File: config.mk
export PLATFORM = sky130hd
export DESIGN_NAME = input_port_unit
export DESIGN_NICKNAME = d
export VERILOG_FILES = /design/src/rtl/input_port_unit_pkg.sv /design/src/rtl/input_port_unit_fifo.sv /design/src/rtl/input_port_unit.sv
export SDC_FILE = /design/constraint.sdc
export NUM_CORES = 1
export LEC_CHECK = 0
export CELL_PAD_IN_SITES_DETAIL_PLACEMENT = 1
export CELL_PAD_IN_SITES_GLOBAL_PLACEMENT = 1
export CORE_MARGIN = 2
export CORE_UTILIZATION = 30
export CTS_CLUSTER_SIZE = 30
export DETAILED_ROUTE_END_ITERATION = 6
export GPL_ROUTABILITY_DRIVEN = 1
export HOLD_SLACK_MARGIN = 0.03
export PLACE_DENSITY = 0.66
export SLEW_MARGIN = 40
export SYNTH_ARGS = -nofsm -noshare
export SYNTH_HDL_FRONTEND = slang
export SYNTH_HIERARCHICAL = 1
export SYNTH_SLANG_ARGS = --single-unit
File: constraint.sdc
create_clock -name clk -period 13 [get_ports clk]
set_input_delay 2.6 -clock clk [delete_from_list [all_inputs] [get_ports clk]]
set_output_delay 2.6 -clock clk [all_outputs]
set_load 0.005 [all_outputs]
File: src/rtl/input_port_unit_pkg.sv
// Shared router definitions: output-port codes, flit type codes and flit field helpers.
// Used by input_port_unit and switch_allocator.
package input_port_unit_pkg;

    typedef enum logic [2:0] {
        PORT_LOCAL   = 3'd0,
        PORT_NORTH   = 3'd1,
        PORT_EAST    = 3'd2,
        PORT_SOUTH   = 3'd3,
        PORT_WEST    = 3'd4,
        PORT_NOT_REQ = 3'b111
    } port_e;

    typedef enum logic [1:0] {
        FLIT_BODY   = 2'b00,
        FLIT_HEAD   = 2'b01,
        FLIT_TAIL   = 2'b10,
        FLIT_SINGLE = 2'b11
    } flit_type_e;

    typedef enum logic {
        ST_IDLE,
        ST_ACTIVE
    } ipu_state_e;

    // Flit type occupies the top FLIT_TYPE_BITS of the flit; destination Y starts at bit 0
    // and destination X sits directly above it.
    localparam int FLIT_TYPE_BITS = 2;
    localparam int DST_Y_LSB      = 0;

    // HEAD and SINGLE both open a packet and carry a destination.
    function automatic logic opens_packet(input flit_type_e t);
        return (t == FLIT_HEAD) || (t == FLIT_SINGLE);
    endfunction

    // TAIL and SINGLE both close a packet.
    function automatic logic closes_packet(input flit_type_e t);
        return (t == FLIT_TAIL) || (t == FLIT_SINGLE);
    endfunction

endpackage

File: src/rtl/input_port_unit_fifo.sv
// flit_fifo: small synchronous FIFO with push/pop, full/empty flags and an occupancy count.
// Pushes while full and pops while empty are ignored. Depth must be a power of two.
module flit_fifo #(
    parameter int DATA_WIDTH = 32,
    parameter int DEPTH      = 4,
    parameter int PTR_BITS   = 2
) (
    input  logic                  clk,
    input  logic                  rst,
    input  logic                  push,
    input  logic [DATA_WIDTH-1:0] push_data,
    input  logic                  pop,
    output logic [DATA_WIDTH-1:0] pop_data,
    output logic                  full,
    output logic                  empty,
    output logic [PTR_BITS:0]     count
);

    localparam int CW = PTR_BITS + 1;

    logic [DATA_WIDTH-1:0] mem_q [DEPTH];
    logic [PTR_BITS-1:0]   wr_ptr_q, wr_ptr_d;
    logic [PTR_BITS-1:0]   rd_ptr_q, rd_ptr_d;
    logic [CW-1:0]         count_q, count_d;
    logic                  do_push, do_pop;

    assign full     = (count_q == CW'(DEPTH));
    assign empty    = (count_q == '0);
    assign count    = count_q;
    assign pop_data = mem_q[rd_ptr_q];
    assign do_push  = push & ~full;
    assign do_pop   = pop & ~empty;

    // Next pointer/count values; pointers wrap naturally at the power-of-two depth.
    always_comb begin
        wr_ptr_d = wr_ptr_q + PTR_BITS'(do_push);
        rd_ptr_d = rd_ptr_q + PTR_BITS'(do_pop);
        count_d  = count_q + CW'(do_push) - CW'(do_pop);
    end

    // Control state: pointers and count cleared on reset.
    always_ff @(posedge clk or negedge rst) begin
        if (!rst) begin
            wr_ptr_q <= '0;
            rd_ptr_q <= '0;
            count_q  <= '0;
        end else begin
            wr_ptr_q <= wr_ptr_d;
            rd_ptr_q <= rd_ptr_d;
            count_q  <= count_d;
        end
    end

    // Storage array; contents are don't-care until written, so no reset.
    always_ff @(posedge clk) begin
        if (do_push) begin
            mem_q[wr_ptr_q] <= push_data;
        end
    end

endmodule

File: src/rtl/input_port_unit.sv
// input_port_unit: per-input flit buffer with XY route computation on the head flit.
// Holds one output-port request per packet toward the allocator and pops a flit per ack.
module input_port_unit #(
    parameter int DATA_WIDTH = 32,
    parameter int FIFO_DEPTH = 4,
    parameter int PTR_BITS   = 2,
    parameter int COORD_BITS = 2,
    parameter int CUR_X      = 0,
    parameter int CUR_Y      = 0
) (
    input  logic                  clk,
    input  logic                  rst,
    input  logic [DATA_WIDTH-1:0] in_flit,
    input  logic                  in_valid,
    output logic                  in_ready,
    output logic [2:0]            request,
    input  logic                  ack,
    output logic [DATA_WIDTH-1:0] out_flit,
    output logic [PTR_BITS:0]     occupancy,
    output logic                  err_drop
);

    import input_port_unit_pkg::*;

    localparam logic [COORD_BITS-1:0] CUR_X_C   = COORD_BITS'(CUR_X);
    localparam logic [COORD_BITS-1:0] CUR_Y_C   = COORD_BITS'(CUR_Y);
    localparam int                    DST_X_LSB = DST_Y_LSB + COORD_BITS;

    logic                  fifo_push, fifo_pop, fifo_full, fifo_empty;
    logic [DATA_WIDTH-1:0] head_flit;
    flit_type_e            head_type;
    ipu_state_e            state_q, state_d;
    port_e                 route_q, route_d;
    logic                  req_valid;

    // Dimension-order routing: resolve X first, then Y, else deliver locally.
    function automatic port_e xy_route(input logic [COORD_BITS-1:0] dst_x,
                                       input logic [COORD_BITS-1:0] dst_y);
        if (dst_x > CUR_X_C)      return PORT_EAST;
        else if (dst_x < CUR_X_C) return PORT_WEST;
        else if (dst_y > CUR_Y_C) return PORT_NORTH;
        else if (dst_y < CUR_Y_C) return PORT_SOUTH;
        else                      return PORT_LOCAL;
    endfunction

    flit_fifo #(
        .DATA_WIDTH (DATA_WIDTH),
        .DEPTH      (FIFO_DEPTH),
        .PTR_BITS   (PTR_BITS)
    ) u_fifo (
        .clk       (clk),
        .rst       (rst),
        .push      (fifo_push),
        .push_data (in_flit),
        .pop       (fifo_pop),
        .pop_data  (head_flit),
        .full      (fifo_full),
        .empty     (fifo_empty),
        .count     (occupancy)
    );

    assign head_type = flit_type_e'(head_flit[DATA_WIDTH-1 -: FLIT_TYPE_BITS]);
    // A packet in flight only requests while it has a flit to offer; otherwise it stalls.
    assign req_valid = (state_q == ST_ACTIVE) && !fifo_empty;
    // Stray BODY/TAIL at the head while idle has no route: drop it.
    assign err_drop  = (state_q == ST_IDLE) && !fifo_empty && !opens_packet(head_type);
    assign fifo_push = in_valid & ~fifo_full;
    assign fifo_pop  = (ack & req_valid) | err_drop;
    assign in_ready  = ~fifo_full;
    assign request   = req_valid ? route_q : PORT_NOT_REQ;
    assign out_flit  = head_flit;

    // Packet FSM: latch the route on a head flit, release it when the closing flit is granted.
    always_comb begin
        state_d = state_q;
        route_d = route_q;
        case (state_q)
            ST_IDLE: begin
                if (!fifo_empty && opens_packet(head_type)) begin
                    route_d = xy_route(head_flit[DST_X_LSB +: COORD_BITS],
                                       head_flit[DST_Y_LSB +: COORD_BITS]);
                    state_d = ST_ACTIVE;
                end
            end
            ST_ACTIVE: begin
                if (ack && req_valid && closes_packet(head_type)) begin
                    route_d = PORT_NOT_REQ;
                    state_d = ST_IDLE;
                end
            end
            default: begin
                route_d = PORT_NOT_REQ;
                state_d = ST_IDLE;
            end
        endcase
    end

    // FSM state and route register.
    always_ff @(posedge clk or negedge rst) begin
        if (!rst) begin
            state_q <= ST_IDLE;
            route_q <= PORT_NOT_REQ;
        end else begin
            state_q <= state_d;
            route_q <= route_d;
        end
    end

endmodule

==> results of run 1 <==
worst reg2reg max path, cell delays in order, from the launching register on:
cell	delay [ns]
dfrtp_2	0.34
buf_4	0.55
mux4_1	0.78
nor2_1	0.16
a21oi_1	0.05
nor2_1	0.30
mux2i_1	0.13
a221oi_1	0.34
ha_1	0.22
fa_1	0.41
cell type report:
type | count | area [um^2] | area share, %
Tap cell | 225 | 282 | 4.07
Timing Repair Buffer | 80 | 788 | 11.4
Sequential cell | 139 | 4130 | 59.7
Clock inverter | 14 | 145 | 2.10
Inverter | 2 | 7.51 | 0.109
Clock buffer | 18 | 429 | 6.20
Multi-Input combinational cell | 78 | 1140 | 16.5
routing by layer:
layer / share of wire [%] / routed length (um) / global-route usage (%)
met1: 43 / 4490 / 15.1
met2: 50 / 5270 / 20.0
met3: 4.8 / 498 / 4.23
met4: 1.9 / 197 / 6.01
met5: 0.15 / 16 / 0
layout by cell type, fill, tap and decap left out, drive strengths merged, types with 2 or more instances in the layout:
cell / count
clkinv: 7
mux4: 32
o21ai: 2
dfrtp: 8
ha: 2
nand2b: 5
clkbuf: 18
o32a: 2
xnor2: 4
dfstp: 3
buf: 5
nor4bb: 2
clkdlybuf4s50: 75
edfxtp: 128
bufinv: 2
nor2b: 2
clkinvlp: 2
nor3: 3
nor2: 5
inv: 5
a21oi: 2
flip-flops by register name, summed over array words and instances, names as in the netlist:
signal / count
u_fifo/mem_q: 128
route_q: 3
u_fifo/count: 3
u_fifo/rd_ptr_q: 2
u_fifo/wr_ptr_q: 2
state_q: 1
report_power, final:
| part | total (mW) | internal, mW | switching (mW) | leakage (nW) |
|---|---|---|---|---|
| registers | 0.668 | 0.603 | 0.0645 | 1.29 |
| logic | 0.518 | 0.304 | 0.214 | 0.683 |
| clock network | 0.465 | 0.282 | 0.183 | 0.276 |
how the worst max path moves through the flow:
stage / startpoint / to / slack, ns / depth (start not counted)
3_5_place_dp: u_fifo/rd_ptr_q[0]$_DFF_PN0_ / err_drop / 7.97 / 4
2_1_floorplan: in_valid / u_fifo/mem_q[0][0]$_DFFE_PP_ / 6.18 / 2
5_1_grt: u_fifo/rd_ptr_q[0]$_DFF_PN0_ / err_drop / 7.38 / 4
3_3_place_gp: u_fifo/rd_ptr_q[0]$_DFF_PN0_ / err_drop / 8.01 / 4
4_1_cts: u_fifo/rd_ptr_q[0]$_DFF_PN0_ / err_drop / 7.51 / 4
6_report: u_fifo/rd_ptr_q[0]$_DFF_PN0_ / err_drop / 7.59 / 4
metrics by stage:
step	instance area (um^2)	hold WS [ns]	instances	total power [mW]	utilization, %
after floorplan	5320	0.487	228	0.962	-
after global placement	6340	0.515	524	1.19	36.6
after detailed placement	6340	0.530	524	1.21	36.7
after CTS	6920	0.538	556	1.68	40.0
after global routing	6920	0.548	556	1.75	40.0
final	6920	0.533	556	1.65	40.0
kinds of logic after synthesis:
kind of cell,share of synthesized area (%)
multiplexers,14.0
flip-flops,77.5
XOR/XNOR,0.823
buffers and inverters,1.90
AO/OA/AOI/OAI,2.00
AND/OR/NAND/NOR,2.96
adder cells (fa/ha/maj),0.846
==> impl_metrics.toml, run 1 <==
[run_status]
status = "finished clean"

[drt]
drtAntennaViolNets = 0
drc = 0
first_iter_violations = 182
viasPerCell = 4.58
drt_wl_total_um = 10500
avgRoutedWirePerCell_um = 18.8
via_count = 2549
firstDrtPassIters = 4

[sta]
post-route-period-util_pct = 41.6
fin_worst_skew_ns = 0.00767
setup_slack_ns = 7.59
rsz0062_at_grt = "no"
tightest_slew_ns = 0.670
post-route-min-period_ns = 5.41
finalMaxSlewViolations = 0
max-slew-margin-rel_pct = 55.3
hold_viol = 0
finalSetupTns_ns = 0
setup_viol = 0
fmax_mhz = 185

[critical_path]
crit_type = "reg2out"
cpPeakStageDelay_ns = 0.78
cp-end-kind = "primary output"
arrival_ns = 2.81
worstSetupStartpointType = "register"
rr_endpoint = "u_fifo/count[1]$_DFF_PN0_"
crit_chain = "buf_4 -> mux4_1 -> nor3_1 -> clkdlybuf4s50_1"
path_buf_inv = 2
required_ns = 10.40
reg2reg_from = "u_fifo/rd_ptr_q[0]$_DFF_PN0_"
cp_slowest_cell = "mux4_1"
rrSetupSlack_ns = 9.59
worstRegToRegCells = 9
cp_max_fo = 34
crit_family = "buffers and inverters"

[synthesis]
yosysTopAreaCell = "edfxtp_1"
synth_cell_types = 39
synth_nets = 267
ys_seq_area_share_pct = 77.5
synth_common_cells = "edfxtp_1, mux4_2, dfrtp_1"
synth_area_per_cell_um2 = 23.3
yosysMostFrequentCell = "edfxtp_1"
yosysTopAreaCellShare_pct = 72.2
synth_area_leaders = "edfxtp_1, mux4_2, dfrtp_1"
synth_area_um2 = 5320
synth_enable_flop_cells = 128
async_flop_share_pct = 7.91
syn_inst = 228
ys_ff_latch = 139
ys.flop_type = "edfxtp_1"
yosysWarnings = 6

[floorplanning]
fp.dieW_um = 137
initial_utilization_pct = 30.8
chipHeight_um = 137
io_pins = 76
die_area_um2 = 18800
core_area_um2 = 17300
num_rows = 48

[flow_run]
max_cap_violations = 0

[layout]
n_fill_cell = 1681
area_growth_pct = 30.0
n_antenna_cell = 0
drive_gt1_share_pct = 23.0
layout.nets = 357

[clocking]
clk_latency_ns = 0.42
htree_levels = 4
cts_tree = "built"
cts_setup_buffers = 0
ctsResizeCount = 0
cts_buffer_depth = 2
cts.clk_slew.worst_paths_ns = 0.06
cts_buffers = 17
numClockSinks = 139
ctsHoldBuffers = 0
root_buffer = "clkbuf_16"

[grt]
grt_usage_pct = 12.4
antenna_found_initial = 1
grt_pass1_vias = 2865
grt_max_degree = 35
grt_overflow = 0
grt_pass1_wl_um = 16600

[power_and_ir_drop]
p_leak_nw = 2.25
irDropWorstVdd_v = 0.000105
powerDensity_nw_per_um2 = 239

[placed_design]
io_buffers = 75
hpwl_um = 6280
routabilityCongestion = 0.664
pre_cts_ws_ns = 7.97

[hold_path]
hp-class = "reg2reg"
min_to = "route_q[0]$_DFFE_PN1P_"
hold_depth = 1
worstHoldStart = "route_q[0]$_DFFE_PN1P_"
Power figures use the tool's default switching activity.
==> inputs of run 2 (changes only) <==
==> constraint.sdc (replaced) <==
create_clock -name clk -period 5 [get_ports clk]
set_input_delay 1 -clock clk [delete_from_list [all_inputs] [get_ports clk]]
set_output_delay 1 -clock clk [all_outputs]
set_load 0.005 [all_outputs]
==> run 2 against run 1 <==
  * Non-clock buffer count is 3 higher
  * Core utilization is 0.29 points lower
  * Total power grew to 2.5 times the previous value
  * Register-to-register slack worse by 7.8 ns
  * Clock skew is 0.0026 ns lower
  * Setup slack worse by 6.3 ns
  * Sequential power grew to 2.6 times the previous value
  * Sequential share of layout area is 0.43 points higher
  * Via count is 1.7% higher
==> impl_metrics.toml, run 2 (synthesis gave the netlist of run 1 again) <==
[run_status]
status = "finished clean"

[layout]
layout_common_cells = "edfxtp_1, clkdlybuf4s50_1, mux4_2"
largest-register = "u_fifo/mem_q"
area_growth_pct = 29.0
n_antenna_cell = 0
largest_reg_flops = 128
final_common_cell = "edfxtp_1"
drive_gt1_share_pct = 22.0
layout.nets = 360

[sta]
fin_hold_ws_ns = 0.529
tightest_slew_ns = 0.718
setup_viol = 0
post-route-min-period_ns = 3.68
fin_worst_skew_ns = 0.00512
max-slew-margin-rel_pct = 51.9
setup_slack_ns = 1.32
rsz0062_at_grt = "no"
finalSetupTns_ns = 0
fmax_mhz = 272
hold_viol = 0
post-route-period-util_pct = 73.7
finalMaxSlewViolations = 0

[grt]
antenna_found_initial = 0
grt_overflow = 0
grt_max_degree = 34
grt_pass1_wl_um = 16300
grt_pass1_vias = 2815
grt_usage_pct = 12.4

[clocking]
clk_latency_ns = 0.41
ctsResizeCount = 0
root_buffer = "clkbuf_16"
htree_levels = 4
cts_buffers = 17
cts_buffer_depth = 2
cts_setup_buffers = 0
numClockSinks = 139
ctsHoldBuffers = 0
cts_tree = "built"
cts.clk_slew.worst_paths_ns = 0.05

[hold_path]
worstHoldStart = "route_q[0]$_DFFE_PN1P_"
hp-class = "reg2reg"
min_to = "route_q[0]$_DFFE_PN1P_"
hold_depth = 1

[critical_path]
cp-end-kind = "primary output"
cp-startpoint = "u_fifo/rd_ptr_q[0]$_DFF_PN0_"
arrival_ns = 2.68
cp_max_fo = 19
rrSetupSlack_ns = 1.75
crit_type = "reg2out"
required_ns = 4.00
worstRegToRegCells = 8
reg2reg_from = "u_fifo/rd_ptr_q[0]$_DFF_PN0_"
rr_endpoint = "u_fifo/count[1]$_DFF_PN0_"
worstSetupStartpointType = "register"

[power_and_ir_drop]
powerDensity_nw_per_um2 = 605
irDropWorstVdd_v = 0.000318
finalPower_mw = 4.15
p_leak_nw = 2.23

[floorplanning]
chipHeight_um = 137
num_rows = 48
core_area_um2 = 17300
initial_utilization_pct = 30.8
io_pins = 76
die_area_um2 = 18800
fp.dieW_um = 137

[drt]
viasPerCell = 4.66
first_iter_violations = 141
drt_wl_total_um = 10600
via_count = 2593
drtAntennaViolNets = 0
drc = 0
firstDrtPassIters = 4
avgRoutedWirePerCell_um = 19.1

[placed_design]
pre_cts_ws_ns = 1.67
routabilityCongestion = 0.667
hpwl_um = 6640
io_buffers = 75

[flow_run]
max_cap_violations = 0
[run 2: area by class of cell]
class	instances	area, um^2
clock inverters	9	52.6
inverters	2	7.51
flip-flops and latches	139	4130
well taps	225	282
fillers	1678	10400
multi-input cells	78	1150
clock buffers	21	440
repair buffers	83	811
[run 2: through the flow]
| stage | std cells | utilization (%) | instance area (um^2) |
|---|---|---|---|
| 3_5_place_dp | 527 | 36.9 | 6370 |
| 6_report | 557 | 39.7 | 6870 |
| 4_1_cts | 557 | 39.7 | 6870 |
| 2_1_floorplan | 228 | - | 5330 |
| 5_1_grt | 557 | 39.7 | 6870 |
| 3_3_place_gp | 527 | 36.8 | 6370 |
[run 2: worst max-delay path, stage by stage, from the launching register on]
cell and delay (ns):
dfrtp_2 0.69, buf_4 0.46, mux4_1 0.65, clkdlybuf4s50_1 0.47
[run 2: worst max-delay path by stage]
stage	to	slack (ns)	depth (start not counted)
after CTS	out_flit[31]	1.21	3
after global placement	out_flit[1]	1.66	3
after detailed placement	out_flit[31]	1.67	3
after global routing	out_flit[1]	1.10	3
final	out_flit[31]	1.32	3
after floorplan	u_fifo/mem_q[2][0]$_DFFE_PP_	0.01	2
[run 2: layer usage]
metal,GRT usage (%),share of wire (%)
met5,0,0
met4,4.98,1.2
met3,4.38,5.0
met2,20.0,51
met1,15.1,43
[run 2: power breakdown]
group | internal (mW) | leakage [nW] | switching (mW)
clock | 0.619 | 0.231 | 0.436
sequential | 1.57 | 1.29 | 0.205
combinational | 0.801 | 0.704 | 0.524
total | 2.99 | 2.23 | 1.16
